$ cat src/rtl/eth_rx_bufwriter.sv
// eth_rx_bufwriter
// Receive-side writer that sits in front of the Ethernet RX frame buffer.
// Takes the MAC byte stream, writes accepted frames into buffer port A,
// and maintains the committed-frame and dropped-frame counters that
// software sees. Only one frame may live in the buffer at a time: a new
// frame is written only when software has consumed the previous one
// (rx_read == rx_wrote), and that check is made on the first byte only.

module eth_rx_bufwriter #(
    parameter int MTU     = 1536,
    parameter int AW      = 32,
    parameter int MIN_LEN = 14
) (
    input  logic          clk,
    input  logic          rst,
    input  logic          in_valid,
    input  logic [7:0]    in_data,
    input  logic          in_first,
    input  logic          in_last,
    input  logic          in_err,
    input  logic [15:0]   rx_read,
    output logic          buf_we,
    output logic [AW-1:0] buf_addr,
    output logic [7:0]    buf_wdata,
    output logic          receiving,
    output logic [15:0]   rx_size,
    output logic [15:0]   rx_wrote,
    output logic [15:0]   ndiscarded,
    output logic          frame_done
);

    localparam logic [15:0] MTU_W     = 16'(MTU);
    localparam logic [15:0] MIN_LEN_W = 16'(MIN_LEN);

    typedef enum logic [1:0] {
        IDLE,
        RECV,
        DROP
    } state_t;

    state_t        state_q, state_d;
    logic [15:0]   cnt_q, cnt_d;
    logic          buf_we_q, buf_we_d;
    logic [AW-1:0] buf_addr_q, buf_addr_d;
    logic [7:0]    buf_wdata_q, buf_wdata_d;
    logic          receiving_q, receiving_d;
    logic [15:0]   rx_size_q, rx_size_d;
    logic [15:0]   rx_wrote_q, rx_wrote_d;
    logic [15:0]   ndiscarded_q, ndiscarded_d;
    logic          frame_done_q, frame_done_d;

    logic          start_eval;
    logic          disc_trunc;
    logic          disc_frame;
    logic          buf_free;
    logic [15:0]   length;

    assign buf_free = (rx_read == rx_wrote_q);
    assign length   = cnt_q + 16'd1;

    // Next-state logic: decide what happens to the current byte, including
    // restarting a frame when a first byte shows up mid-frame or mid-drop.
    // A truncated frame and a one-byte frame arriving together both count
    // as discards, so a commit never lands in the same cycle as a discard.
    always_comb begin
        state_d      = state_q;
        cnt_d        = cnt_q;
        buf_we_d     = 1'b0;
        buf_addr_d   = buf_addr_q;
        buf_wdata_d  = buf_wdata_q;
        receiving_d  = receiving_q;
        rx_size_d    = rx_size_q;
        rx_wrote_d   = rx_wrote_q;
        frame_done_d = 1'b0;
        start_eval   = 1'b0;
        disc_trunc   = 1'b0;
        disc_frame   = 1'b0;

        if (in_valid) begin
            case (state_q)
                IDLE: begin
                    start_eval = in_first;
                end
                RECV: begin
                    if (in_first) begin
                        disc_trunc = 1'b1;
                        start_eval = 1'b1;
                    end else if (cnt_q == MTU_W) begin
                        receiving_d = 1'b0;
                        if (in_last) begin
                            disc_frame = 1'b1;
                            state_d    = IDLE;
                        end else begin
                            state_d    = DROP;
                        end
                    end else begin
                        buf_we_d    = 1'b1;
                        buf_addr_d  = AW'(cnt_q);
                        buf_wdata_d = in_data;
                        cnt_d       = length;
                        if (in_last) begin
                            receiving_d = 1'b0;
                            state_d     = IDLE;
                            if (length >= MIN_LEN_W && !in_err) begin
                                rx_size_d    = length;
                                rx_wrote_d   = rx_wrote_q + 16'd1;
                                frame_done_d = 1'b1;
                            end else begin
                                disc_frame   = 1'b1;
                            end
                        end
                    end
                end
                DROP: begin
                    if (in_first) begin
                        disc_trunc = 1'b1;
                        start_eval = 1'b1;
                    end else if (in_last) begin
                        disc_frame = 1'b1;
                        state_d    = IDLE;
                    end
                end
                default: begin
                    state_d = IDLE;
                end
            endcase

            if (start_eval) begin
                if (buf_free) begin
                    buf_we_d    = 1'b1;
                    buf_addr_d  = '0;
                    buf_wdata_d = in_data;
                    cnt_d       = 16'd1;
                    if (in_last) begin
                        receiving_d = 1'b0;
                        state_d     = IDLE;
                        if (MIN_LEN_W <= 16'd1 && !in_err && !disc_trunc) begin
                            rx_size_d    = 16'd1;
                            rx_wrote_d   = rx_wrote_q + 16'd1;
                            frame_done_d = 1'b1;
                        end else begin
                            disc_frame   = 1'b1;
                        end
                    end else begin
                        receiving_d = 1'b1;
                        state_d     = RECV;
                    end
                end else begin
                    receiving_d = 1'b0;
                    cnt_d       = '0;
                    if (in_last) begin
                        disc_frame = 1'b1;
                        state_d    = IDLE;
                    end else begin
                        state_d    = DROP;
                    end
                end
            end
        end

        ndiscarded_d = ndiscarded_q + 16'(disc_trunc) + 16'(disc_frame);
    end

    // State and output registers; reset clears everything immediately.
    always_ff @(posedge clk or posedge rst) begin
        if (rst) begin
            state_q      <= IDLE;
            cnt_q        <= '0;
            buf_we_q     <= 1'b0;
            buf_addr_q   <= '0;
            buf_wdata_q  <= '0;
            receiving_q  <= 1'b0;
            rx_size_q    <= '0;
            rx_wrote_q   <= '0;
            ndiscarded_q <= '0;
            frame_done_q <= 1'b0;
        end else begin
            state_q      <= state_d;
            cnt_q        <= cnt_d;
            buf_we_q     <= buf_we_d;
            buf_addr_q   <= buf_addr_d;
            buf_wdata_q  <= buf_wdata_d;
            receiving_q  <= receiving_d;
            rx_size_q    <= rx_size_d;
            rx_wrote_q   <= rx_wrote_d;
            ndiscarded_q <= ndiscarded_d;
            frame_done_q <= frame_done_d;
        end
    end

    assign buf_we     = buf_we_q;
    assign buf_addr   = buf_addr_q;
    assign buf_wdata  = buf_wdata_q;
    assign receiving  = receiving_q;
    assign rx_size    = rx_size_q;
    assign rx_wrote   = rx_wrote_q;
    assign ndiscarded = ndiscarded_q;
    assign frame_done = frame_done_q;

endmodule

$ cat config.mk
export PLATFORM = sky130hd
export DESIGN_NAME = eth_rx_bufwriter
export DESIGN_NICKNAME = d
export VERILOG_FILES = /design/src/rtl/eth_rx_bufwriter.sv
export SDC_FILE = /design/constraint.sdc
export NUM_CORES = 1
export LEC_CHECK = 0
export CORE_ASPECT_RATIO = 0.5
export CORE_MARGIN = 2
export CORE_UTILIZATION = 40
export DETAILED_ROUTE_END_ITERATION = 8
export PLACE_DENSITY = 0.7
export SLEW_MARGIN = 20
export SYNTH_ARGS = -nofsm -noshare
export SYNTH_HDL_FRONTEND = slang
export SYNTH_SLANG_ARGS = --single-unit
$ cat constraint.sdc
create_clock -name clk -period 9 [get_ports clk]
set_input_delay 1.8 -clock clk [delete_from_list [all_inputs] [get_ports clk]]
set_output_delay 1.8 -clock clk [all_outputs]
set_load 0.01 [all_outputs]
==> results of run 1 <==
[routing by layer]
metal	wire [microns]	track usage [%]
met5	0	0
met4	108	3.73
met3	504	3.95
met2	5770	27.2
met1	6050	25.0
[logic make-up (layout without fill, tap and decap cells)]
logic type      count (synthesis)  after routing  synth area share [%]
mux                            12             12                  2.46
buf+inv                        48            154                  5.05
simple gates                  167            167                  17.7
compound gates                 90             90                  13.4
xor+xnor                       58             58                  9.37
fa+ha+maj                      10             10                  2.41
flops                         109            109                  49.6
[power by group]
| part | switching (mW) | leakage (nW) | internal, mW |
|---|---|---|---|
| Combinational | 0.0518 | 1.31 | 0.0583 |
| Clock | 0.181 | 0.166 | 0.281 |
| Sequential | 0.0245 | 1.50 | 0.507 |
| Total | 0.258 | 2.98 | 0.846 |
[layout make-up]
type                    count  area, sq um  share of cell area (%)
flip-flops and latches    109         2730                    38.5
multi-input cells         337         2490                    35.2
repair buffers            124         1230                    17.4
clock buffers              11          243                    3.43
well taps                 176          220                    3.11
clock inverters             5          106                    1.50
inverters                  14         55.1                   0.777
[cells in the mapped netlist (4+ instances only)]
cell | n | area (sq um)
clkbuf_1 | 6 | 22.5
mux2_2 | 5 | 56.3
o21ai_0 | 23 | 115
xor2_1 | 8 | 70.1
inv_1 | 14 | 52.6
nand2b_1 | 4 | 25.0
dfrtp_1 | 109 | 2730
nand4_1 | 15 | 93.8
nor2_1 | 31 | 116
a22o_1 | 16 | 140
nor4_1 | 4 | 25.0
and3_1 | 12 | 75.1
and2_1 | 22 | 138
nand3_1 | 16 | 80.1
or3_1 | 5 | 31.3
nor3_1 | 5 | 25.0
ha_1 | 9 | 113
buf_2 | 12 | 60.1
a21oi_1 | 11 | 55.1
buf_6 | 4 | 45.0
buf_4 | 9 | 67.6
xnor2_1 | 49 | 429
o31ai_1 | 9 | 67.6
a21oi_4 | 9 | 146
and4_1 | 5 | 43.8
nand2_1 | 30 | 113
mux2_1 | 7 | 78.8
[critical path, cell delays in order, from the launching register on]
cell and delay [ns]:
dfrtp_1 0.63, ha_1 0.33, nand3_2 0.20, nor3_1 0.43, nand4_1 0.23, a221oi_4 0.38
a21oi_2 0.23, o211ai_2 0.18, o2111ai_1 0.16, fa_1 0.44, inv_1 0.08, ha_1 0.20
and4_1 0.28, and3_1 0.20, nand2_1 0.07, xnor2_1 0.13
[state kept, by name, indices dropped and copies added, names as in the netlist]
signal,flops
buf_wdata,8
cnt_q,16
rx_wrote,16
receiving,1
ndiscarded,16
state_q,2
buf_addr,32
rx_size,16
frame_done,1
buf_we,1
[how the worst min path moves through the flow]
stage | start | endpoint
after floorplan | ndiscarded[15] | ndiscarded[15]
after global placement | buf_addr[17] | buf_addr[17]
after detailed placement | ndiscarded[15] | ndiscarded[15]
after CTS | ndiscarded[15] | ndiscarded[15]
after global routing | ndiscarded[15] | ndiscarded[15]
final | ndiscarded[15] | ndiscarded[15]
[per-stage QoR]
stage | utilization (%) | std cells
after floorplan | - | 494
after global placement | 49.9 | 760
after detailed placement | 49.9 | 760
after CTS | 52.5 | 776
after global routing | 52.6 | 776
final | 52.6 | 776
==> out/metrics.cfg, run 1 <==
[status]
status=finished, final reports clean

[setup_path]
cp_max_fo=14
worst-r2r-cell-count=15
critPathLaunch=cnt_q[0]
endpoint=ndiscarded[14]
startpoint_type=flop
cp.required_ns=9.22
end_kind=flop
path_class=reg2reg
arrival_ns=4.53
regToRegSetupSlack_ns=4.70
r2r_start=cnt_q[0]
r2r-end=ndiscarded[14]

[route]
vias=4033
avgViaCountPerCell=5.20
drtAntennaViolNets=0
avgRoutedWirePerCell_microns=16.0
dr.pass1.iters=4
drt_first_iter_violations=269
wl_mm=12.4
drcViolationCount=0

[place]
io_buffer_count=120
place_ws_ns=4.48
gp_congestion=0.862
placed_cell_area_sq_mm=0.00673
dp_hpwl_mm=8.82

[floorplanning]
core_area_sq_mm=0.0135
die_h_microns=86.9
initial_core_util_pct=40.8
num_rows=30
io_pins=121
die-area_sq_mm=0.0148
die_w_microns=170

[synth]
ys_ff_latch=109
yosys_warnings=0
ys.flop_type=dfrtp_1
synth.avg_cell_area_sq_um=11.1
ys_seq_area_share_pct=49.6
synth_edf_count=0
synth_nets=534
syn_inst=494
ys_types=62
postSynth.asyncResetShare_pct=100
synth_area_sq_mm=0.00550

[cts]
cts_hold_buf=0
cts_htree_levels=3
cts_root_buf=clkbuf_16
clkLatencyLatePin_ns=0.34
cts_max_path_buffers=2
cts.repair.resized=0
cts_sinks=109
clk_pin_slew_worst_paths_ns=0.08
cts_setup_buffers=0
cts_tree=yes
cts_made_buffers=9

[timing]
setup_tns_ns=0
finalCriticalPeriod_ns=4.30
hold_viol_final=0
maxSlewHeadroom_pct=51.0
layout_setup_ws_ns=4.70
finClkSkew_ns=0.0123
rsz0062_at_grt=false
whs_ns=0.481
tightest_slew_ns=0.735
setup_viol=0
max_freq_mhz=232
finalMaxSlewViolations=0
period_share_pct=47.8

[cells_and_area]
layout_commonest_cell=clkdlybuf4s50_1
final_area_sq_mm=0.00708
layout.nets=635
antenna_cells=0
syn_to_final_growth_pct=28.8
n_fill_cell=1183
drive_gt1_share_pct=8.67
layout_common_cells=clkdlybuf4s50_1, dfrtp_1, xnor2_1, nor2_1, nand2_1

[min_path]
hp-class=reg2reg
whs_path_depth=1

[grt]
grt_overflow=0
antenna_found_initial=0
grt_max_degree=81
grt_pass1_vias=3917
grt_pass1_wl_mm=20.5
gr-usage-all-layers_pct=17.4

[run]
max_cap_violations=0

[pwr]
power.density_mw_per_mm2=156
total_power_mw=1.10
ir_worst_vdd_uv=73.8
power_leakage_nw=2.98

No activity file was read; power rests on OpenSTA's default activity.
==> run 2, diff against run 1 <==
PLACE_DENSITY = 0.72   (was 0.7)
clock period = 3.5 ns   (was 9 ns; I/O delays follow)
==> out/metrics.cfg, run 2 (synthesis gave the netlist of run 1 again) <==
[setup_path]
cp_top_family=simple AND/OR/NAND/NOR gates
r2r_start=cnt_q[0]
critPathBufInv=1
cp_max_fo=4
cpPeakStageDelay_ns=0.46
path_class=reg2reg
cp.required_ns=3.75
startpoint_type=flop
end_kind=flop
crit_chain=ha_4 -> and3_4 -> or4_1 -> a22oi_1 -> and4b_2 -> a21oi_2 -> o211ai_2 -> o2111ai_2 -> fa_2 -> inv_2 -> ha_4 -> and4_4 -> and3_4 -> nand2_2 -> xnor2_2
crit_slowest_cell=dfrtp_2
arrival_ns=3.69
critPathLaunch=cnt_q[0]

[route]
avgRoutedWirePerCell_microns=16.3
drtAntennaViolNets=0
drt_first_iter_violations=302
avgViaCountPerCell=5.13
wl_mm=13.3
top_layer=met4
wl_met3_microns=670
dr.pass1.iters=5
wl_met1_mm=6.53
drcViolationCount=0
wl_met2_mm=5.99
vias=4194

[cells_and_area]
syn_to_final_growth_pct=35.3
layout.nets=676
drive_gt1_share_pct=18.3
layout_commonest_cell=clkdlybuf4s50_1
finalNonFillerCells=817
multi_input_comb_area_sq_mm=0.00259
antenna_cells=0
layout_common_cells=clkdlybuf4s50_1, dfrtp_1, xnor2_1, buf_4
regArea_sq_mm=0.00273
largest_reg_flops=32
n_fill_cell=1140

[pwr]
power_switching_uw=697
power.density_mw_per_mm2=359
ir_worst_vdd_uv=198
p_sw_share_pct=26.1
clkPwrFrac_pct=36.8
total_power_mw=2.67
combPwrFrac_pct=12.2
sequentialPowerShare_pct=51.0
power_leakage_nw=3.17
intPower_mw=1.97

[place]
dp.cells=794
io_buffer_count=120
gp_congestion=0.951
dp_hpwl_mm=9.46

[floorplanning]
core_area_sq_mm=0.0135
io_pins=121
num_rows=30
die_w_microns=170
die_h_microns=86.9
initial_core_util_pct=40.8
die-area_sq_mm=0.0148

[timing]
rsz0062_at_grt=true
max_freq_mhz=290
setup_viol=0
hold_viol_final=0
whs_ns=0.487
finClkSkew_ns=0.00837
maxSlewHeadroom_pct=49.8
finalMaxSlewViolations=0
finalCriticalPeriod_ns=3.44
period_share_pct=98.4
tightest_slew_ns=0.753

[cts]
cts_root_buf=clkbuf_16
cts_sinks=109
clkLatencyLatePin_ns=0.35
cts_htree_levels=3
cts_tree=yes
cts_made_buffers=9
cts_max_path_buffers=2
clk_pin_slew_worst_paths_ns=0.08

[grt]
grt_max_degree=44
grt_overflow=0
antenna_found_initial=0
grt_pass1_wl_mm=21.4
grt_pass1_vias=4014
gr-usage-all-layers_pct=18.5

[run]
max_cap_violations=0

[min_path]
worstHoldStart=buf_addr[19]
hp-class=reg2reg

[status]
status=finished, final reports clean

run 2: cell types whose count changed in the layout (fill, tap and decap cells not counted), moves of 3 or more:
| cell | change |
|---|---|
| inv_2 | +3 |
| and3_1 | -3 |
| and3_4 | +3 |
| dfrtp_1 | -3 |
| inv_1 | -3 |
| buf_4 | +39 |
| dfrtp_2 | +3 |
| bufinv_16 | -3 |
run 2: cell type report:
cell class                      instances  share of cell area, %
Inverter                               14                  0.757
Timing Repair Buffer                  165                   21.1
Clock inverter                          7                  0.740
Tap cell                              176                   2.96
Clock buffer                            9                   3.03
Multi-Input combinational cell        337                   34.8
Sequential cell                       109                   36.7
run 2: worst paths after layout:
check	end	slack, ns	depth (start not counted)
max	ndiscarded[12]	0.06	15
max in group asynchronous	cnt_q[1]	2.03	3
min reg2reg	buf_addr[19]	0.49	1
min in group asynchronous	buf_we	0.80	2
max reg2reg	ndiscarded[12]	0.06	15
min	buf_addr[19]	0.49	1
run 2: layer usage:
layer,vias to the layer above,global-route usage [%]
li1,2010,-
met1,2051,27.3
met2,120,27.7
met3,13,4.41
met4,0,4.58
met5,-,0
run 2: power groups by stage:
stage,Sequential (mW),Clock [mW],Combinational [mW]
6_report,1.36,0.982,0.326
5_1_grt,1.37,1.07,0.357
4_1_cts,1.36,1.02,0.319
3_5_place_dp,1.38,0,0.318
3_3_place_gp,1.38,0,0.313
2_1_floorplan,1.38,0,0.140
run 2: metrics by stage:
stage	setup WS, ns	instance area, sq um	util (%)	TNS, ns
global placement	0.0832	7030	52.1	0
floorplan	-0.0104	5530	-	-0.0104
finish	0.0558	7440	55.2	0
detailed placement	0.0121	7030	52.1	0
CTS	0.0172	7310	54.2	0
global route	-0.0960	7440	55.2	-0.413
run 2: what timing repair did:
| action | CTS | global route |
|---|---|---|
| hold buffers | 0 | 0 |
| endpoints found under the setup margin | 1 | 9 |
| resized for setup | 1 | 22 |
| setup buffers | 0 | 7 |
| pin swaps | 0 | 6 |
